--- src/rtl/avg_pkg.sv ---
// avg_pkg: shared constants, FSM state type and leaky-integrator step function for avg_multi
package avg_pkg;
  localparam int DK_W = 5;
  localparam int STEP_W = 32;
  typedef enum logic {CLEAR, RUN} state_e;
  function automatic logic [STEP_W-1:0] step_f(input logic [STEP_W-1:0] acc, input logic [STEP_W-1:0] data, input logic [DK_W-1:0] k);
    return $signed(acc) - ($signed(acc) >>> k) + ($signed(data) >>> k);
  endfunction
endpackage

--- src/rtl/avg_step.sv ---
// avg_step: combinational leaky-integrator step new_o = acc_i - (acc_i>>>k_i) + (data_i>>>k_i), signed arithmetic
module avg_step import avg_pkg::*; #(
  parameter int ACC_W = 32
) (
  input  logic [ACC_W-1:0] acc_i,
  input  logic [ACC_W-1:0] data_i,
  input  logic [DK_W-1:0]  k_i,
  output logic [ACC_W-1:0] new_o
);
  assign new_o = $signed(acc_i) - ($signed(acc_i) >>> k_i) + ($signed(data_i) >>> k_i);
endmodule

--- src/rtl/avg_multi.sv ---
// avg_multi: time-multiplexed NCH-channel leaky-integrator average (valid/ready in, 2-cycle latency out, CLEAR sweep on reset/clr_req, optional per-channel peak hold with AVG_PEAK_EN)
module avg_multi import avg_pkg::*; #(
  parameter int NCH     = 4,
  parameter int CH_W    = $clog2(NCH),
  parameter int ACC_W   = 32,
  parameter int OUT_W   = 10,
  parameter int OUT_MSB = 30
) (
  input  logic             clk,
  input  logic             rst_n,
  input  logic             clr_req,
  input  logic             in_valid,
  output logic             in_ready,
  input  logic [CH_W-1:0]  in_ch,
  input  logic [ACC_W-1:0] in_data,
  input  logic [DK_W-1:0]  dk_const,
  output logic             out_valid,
  output logic [CH_W-1:0]  out_ch,
  output logic [OUT_W-1:0] out_data,
  output logic [OUT_W-1:0] peak_data
);
  state_e           state_q;
  logic [CH_W-1:0]  idx_q;
  logic             in_ready_q;
  logic             s1_v_q;
  logic [CH_W-1:0]  s1_ch_q;
  logic [ACC_W-1:0] s1_data_q;
  logic [ACC_W-1:0] s1_acc_q;
  logic [DK_W-1:0]  s1_k_q;
  logic             out_valid_q;
  logic [CH_W-1:0]  out_ch_q;
  logic [OUT_W-1:0] out_data_q;
  logic [ACC_W-1:0] acc_mem [NCH];
  logic [ACC_W-1:0] new_acc;
  logic [OUT_W-1:0] new_slice;
  logic             accept;
  logic             clearing;
  logic             we;
  logic [CH_W-1:0]  wa;
  logic [ACC_W-1:0] wd;
  assign accept    = in_valid & in_ready_q;
  assign clearing  = state_q == CLEAR;
  assign we        = clearing | s1_v_q;
  assign wa        = clearing ? idx_q : s1_ch_q;
  assign wd        = clearing ? '0 : new_acc;
  assign new_slice = new_acc[OUT_MSB -: OUT_W];
  assign in_ready  = in_ready_q;
  assign out_valid = out_valid_q;
  assign out_ch    = out_ch_q;
  assign out_data  = out_data_q;
  avg_step #(.ACC_W(ACC_W)) u_step (
    .acc_i  (s1_acc_q),
    .data_i (s1_data_q),
    .k_i    (s1_k_q),
    .new_o  (new_acc)
  );
  always_ff @(posedge clk) begin
    if (we) acc_mem[wa] <= wd;
    if (accept) begin
      s1_ch_q   <= in_ch;
      s1_data_q <= in_data;
      s1_k_q    <= dk_const;
      s1_acc_q  <= (we && wa == in_ch) ? wd : acc_mem[in_ch];
    end
  end
  always_ff @(posedge clk) begin
    if (!rst_n) begin
      state_q     <= CLEAR;
      idx_q       <= '0;
      in_ready_q  <= 1'b0;
      s1_v_q      <= 1'b0;
      out_valid_q <= 1'b0;
      out_ch_q    <= '0;
      out_data_q  <= '0;
    end else begin
      s1_v_q      <= accept;
      out_valid_q <= s1_v_q;
      if (s1_v_q) begin
        out_ch_q   <= s1_ch_q;
        out_data_q <= new_slice;
      end
      if (clearing) begin
        if (clr_req) idx_q <= '0;
        else if (idx_q == CH_W'(NCH - 1)) begin
          state_q    <= RUN;
          in_ready_q <= 1'b1;
        end else idx_q <= idx_q + 1'b1;
      end else if (clr_req) begin
        state_q    <= CLEAR;
        idx_q      <= '0;
        in_ready_q <= 1'b0;
      end
    end
  end
`ifdef AVG_PEAK_EN
  logic [OUT_W-1:0] pk_mem [NCH];
  logic [OUT_W-1:0] pk_rd_q;
  logic [OUT_W-1:0] pk_new;
  logic [OUT_W-1:0] pk_wd;
  logic [OUT_W-1:0] peak_q;
  assign pk_new    = $signed(new_slice) > $signed(pk_rd_q) ? new_slice : pk_rd_q;
  assign pk_wd     = clearing ? '0 : pk_new;
  assign peak_data = peak_q;
  always_ff @(posedge clk) begin
    if (we) pk_mem[wa] <= pk_wd;
    if (accept) pk_rd_q <= (we && wa == in_ch) ? pk_wd : pk_mem[in_ch];
  end
  always_ff @(posedge clk) begin
    if (!rst_n) peak_q <= '0;
    else if (s1_v_q) peak_q <= pk_new;
  end
`else
  assign peak_data = '0;
`endif
endmodule

--- config.mk ---
export PLATFORM = sky130hd
export DESIGN_NAME = avg_multi
export DESIGN_NICKNAME = d
export VERILOG_FILES = /design/src/rtl/avg_pkg.sv /design/src/rtl/avg_step.sv /design/src/rtl/avg_multi.sv
export SDC_FILE = /design/constraint.sdc
export NUM_CORES = 1
export LEC_CHECK = 0
export BUFFER_PORTS_ARGS = -buffer_cell sky130_fd_sc_hd__clkbuf_2
export CORE_MARGIN = 2
export CORE_UTILIZATION = 35
export CTS_CLUSTER_DIAMETER = 30
export DETAILED_ROUTE_END_ITERATION = 12
export GPL_TIMING_DRIVEN = 1
export PLACE_DENSITY = 0.56
export SETUP_SLACK_MARGIN = 0.5
export SYNTH_ARGS = -nofsm -noshare
export SYNTH_HDL_FRONTEND = slang
export SYNTH_SLANG_ARGS = --single-unit
--- constraint.sdc ---
create_clock -name clk -period 4.8 [get_ports clk]
set_clock_uncertainty 0.05 [all_clocks]
set_input_delay 0.24 -clock clk [delete_from_list [all_inputs] [get_ports clk]]
set_output_delay 0.24 -clock clk [all_outputs]
set_load 0.05 [all_outputs]
==> impl_metrics.yaml <==
route:
  dr.pass1.iters: 5
  ant_nets: 0
  routed_wl_mm: 44.1
  routedWlPerCell_um: 20.5
  drt-initial-drc-count: 936
  vias: 11700
  vias_per_cell: 5.44
  drc: 0
sta:
  tns_ns: 0
  fmax_mhz: 213
  rsz0062_at_grt: "true"
  hold_viol: 0
  setup_viol: 0
  finalMaxSlewViolations: 0
  period_share: 0.980
  tightest_slew_ns: 1.06
  fin_crit_ns: 4.70
  slew_headroom: 0.291
setup_path:
  worstSetupEndpointType: "flop"
  crit_arrival_ns: 4.99
  reg2reg_depth: 18
  startpoint: "s1_k_q[1]$_DFFE_PP_"
  reg2reg_to: "s1_acc_q[30]$_DFFE_PP_"
  crit_type: "flop to flop"
  cp_num_cells: 18
  crit_family: "compound AO/OA/AOI/OAI gates"
  start_kind: "flop"
  path_max_fanout: 13
  endpoint: "s1_acc_q[30]$_DFFE_PP_"
  regToRegSetupSlack_ns: 0.1
  path_buf_inv: 4
  critPathSlowestCell: "mux4_2"
  path_cells: "buf_12 > buf_4 > mux2i_4 > mux2i_2 > mux4_2 > nor2_4 > a21oi_4 > fa_2 > fa_2 > nor2b_4 > o2111ai_4 > a21oi_2 > a211oi_4 > buf_6 > a2111oi_4 > o21a_2 > o41ai_2 > buf_4"
  cp.required_ns: 5.08
  rr_startpoint: "s1_k_q[1]$_DFFE_PP_"
  critPathMaxStageDelay_ns: 0.53
yosys:
  synth_compound_area_frac: 0.130
  yosysSeqAreaShare: 0.435
  synth_xor_area_frac: 0.0162
  synthCells: 1302
  synth_top_flop_cell: "edfxtp_1"
  avgSynthCellArea_sq_um: 11.2
  ys_ff_latch: 217
  synth_top_family_by_area: "multiplexers"
  syn-cell-area_sq_um: 14600
  ys_types: 76
  synth_fa_ha_area_frac: 0.0710
  synthArstFlopShare: 0
  synthSimpleGateAreaFrac: 0.101
  ys_warn_count: 0
  synth-edff-count: 199
  synthMuxAreaShare: 0.179
placement:
  place_inst: 1996
  place.gp.congestion: 0.934
  io_buffers: 56
  placed_area_sq_um: 16700
  post-dp-hpwl_mm: 31.2
power:
  p_per_area_nw_per_um2: 292
  leakage_nw: 8.14
  vdd_ir_drop_max_mv: 0.297
floorplanning:
  ioPinCount: 67
  core_area_sq_um: 40900
  row_count: 74
  initial_utilization: 0.356
  dieArea_sq_um: 43200
  fp.dieW_um: 208
  die_height_um: 208
layout:
  multi_input_area_sq_um: 8380
  drive_above_1_share: 0.388
  fin_util: 0.493
  antenna_cells: 0
  final-instance-count-excl-fill: 2152
  fillCellCount: 3567
  area_growth_pct: 38.7
  fin_nets: 1688
  seqCellArea_sq_um: 6340
  design_area_sq_um: 20200
clock_network:
  cts_buffers: 47
  clock_latency_ns: 0.59
  cts_tree: "yes"
  cts_sinks: 217
  clockBufferDepth: 3
  h-tree-depth: 2
  cts_root_buf: "clkbuf_16"
  clkSlewWorstSetupHoldPaths_ns: 0.05
flow_run:
  drv_cap: 0
global_route:
  grt_max_degree: 72
  grt_usage: 0.203
  grt_pass1_vias: 12000
  antenna_found_initial: 0
  grt_pass1_wl_mm: 68.4
  overflow: 0
run_status:
  status: "complete, no violations"
min_path:
  min_path_type: "input pin to flop"
[sequential cells by signal, summed over array words and instances (netlist names)]
name       count
acc_mem      128
s1_acc_q      32
s1_data_q     32
out_data      10
s1_k_q         5
idx_q          2
out_ch         2
s1_ch_q        2
in_ready       1
out_valid      1
s1_v_q         1
state_q        1
[through the flow]
| step | total power [mW] | setup slack (ns) | hold WS, ns |
|---|---|---|---|
| after floorplan | 2.34 | 0.514 | 0.289 |
| after global placement | 2.43 | -0.230 | 0.370 |
| after detailed placement | 2.44 | -0.295 | 0.369 |
| after CTS | 5.94 | 0.173 | 0.107 |
| after global routing | 6.07 | -0.0655 | 0.200 |
| final | 5.90 | 0.0976 | 0.191 |
[layout make-up]
class	instances	share of cell area
clock buffers	50	0.0588
clock inverters	38	0.0268
inverters	113	0.0212
multi-input cells	883	0.415
flip-flops and latches	217	0.314
well taps	532	0.0330
repair buffers	319	0.131
[worst reg2reg max path: stages (launching register included)]
cell,delay (ns)
edfxtp_1,0.41
buf_12,0.19
buf_4,0.18
mux2i_4,0.26
mux2i_2,0.12
mux4_2,0.53
nor2_4,0.15
a21oi_4,0.05
fa_2,0.51
fa_2,0.44
nor2b_4,0.15
o2111ai_4,0.17
a21oi_2,0.22
a211oi_4,0.05
buf_6,0.13
a2111oi_4,0.43
o21a_2,0.20
o41ai_2,0.08
buf_4,0.16
[worst min-delay path by stage]
stage / start / end / slack, ns / cells after the start
finish: rst_n / out_data[2]$_SDFFE_PN0P_ / 0.19 / 3
global route: rst_n / out_data[6]$_SDFFE_PN0P_ / 0.20 / 3
CTS: rst_n / out_data[2]$_SDFFE_PN0P_ / 0.11 / 3
detailed placement: in_data[25] / s1_data_q[25]$_DFFE_PP_ / 0.37 / 1
floorplan: in_ch[0] / s1_ch_q[0]$_DFFE_PP_ / 0.29 / 0
global placement: in_data[0] / s1_data_q[0]$_DFFE_PP_ / 0.37 / 1
[kinds of logic (layout without fill, tap and decap cells)]
family	Yosys count	in the layout
flops	217	217
fa+ha+maj	64	64
compound gates	280	280
xor+xnor	27	27
other cells	1	10
simple gates	327	327
mux	175	175
buf+inv	211	520
[synth_stat cells, types with 3 or more instances]
| library cell | number | area (sq um) |
|---|---|---|
| a31o_2 | 3 | 26.3 |
| nand2b_1 | 12 | 75.1 |
| o211ai_1 | 5 | 37.5 |
| clkbuf_1 | 49 | 184 |
| inv_1 | 109 | 409 |
| mux2i_1 | 76 | 761 |
| buf_1 | 13 | 48.8 |
| a21oi_2 | 4 | 35.0 |
| o21ai_0 | 78 | 390 |
| a21o_1 | 10 | 75.1 |
| and3_1 | 6 | 37.5 |
| nand4_1 | 14 | 87.6 |
| a211oi_1 | 15 | 113 |
| o21a_1 | 24 | 180 |
| nor3_1 | 14 | 70.1 |
| and2_1 | 20 | 125 |
| buf_6 | 6 | 67.6 |
| xor2_1 | 11 | 96.3 |
| nand2_1 | 149 | 559 |
| clkinv_1 | 3 | 11.3 |
| o32ai_1 | 5 | 43.8 |
| o21bai_1 | 4 | 30.0 |
| o22ai_1 | 3 | 18.8 |
| dfxtp_1 | 18 | 360 |
| mux4_2 | 65 | 1460 |
| o211a_1 | 5 | 50.1 |
| xnor2_1 | 16 | 140 |
| mux2_2 | 34 | 383 |
| nor2_1 | 71 | 267 |
| o311ai_0 | 3 | 26.3 |
| buf_4 | 11 | 82.6 |
| ha_1 | 33 | 413 |
| edfxtp_1 | 199 | 5980 |
| a211o_1 | 3 | 26.3 |
| nor2b_1 | 7 | 43.8 |
| nand3_1 | 25 | 125 |
| o31ai_1 | 7 | 52.6 |
| buf_2 | 14 | 70.1 |
| a31oi_1 | 14 | 87.6 |
| o2111ai_1 | 3 | 26.3 |
| fa_1 | 31 | 621 |
| a21oi_1 | 55 | 275 |
| a22o_1 | 9 | 78.8 |
[layer usage]
layer  wire (um)  share of wire  global-route usage  vias to the layer above
met1       19400           0.44               0.273                     5848
li1            -              -                   -                     5363
met4        1690          0.038              0.0822                        0
met2       20600           0.47               0.323                      382
met3        2380          0.054              0.0359                      110
met5           0              0                   0                        -
[where the power goes]
group          total (mW)  internal (mW)  switching [mW]
clock                3.44           2.31            1.13
sequential           2.11           2.10          0.0125
combinational       0.343          0.160           0.183
[layout by cell type, fill, tap and decap left out, drive strengths merged, types with 16 or more instances in the layout]
cell / Yosys / routed
buf: 44 / 221
edfxtp: 199 / 199
nand2: 150 / 150
inv: 110 / 114
clkbuf: 52 / 108
o21ai: 80 / 80
mux2i: 76 / 76
nor2: 71 / 71
mux4: 65 / 65
a21oi: 59 / 59
dlygate4sd3: 0 / 39
mux2: 34 / 34
ha: 33 / 33
fa: 31 / 31
o21a: 25 / 25
nand3: 25 / 25
and2: 20 / 20
dfxtp: 18 / 18
clkinv: 3 / 18
a211oi: 17 / 17
xnor2: 16 / 16
[repair_timing]
action | 4_1_cts | 5_1_grt
endpoints found under the setup margin | 142 | 152
endpoints found under the hold margin | 42 | 0
cloned | 3 | 2
buffers inserted | 16 | 8
pin swaps | 34 | 33
hold buffers | 39 | 0
gates resized for setup | 122 | 115
No activity file was read; power rests on OpenSTA's default activity.
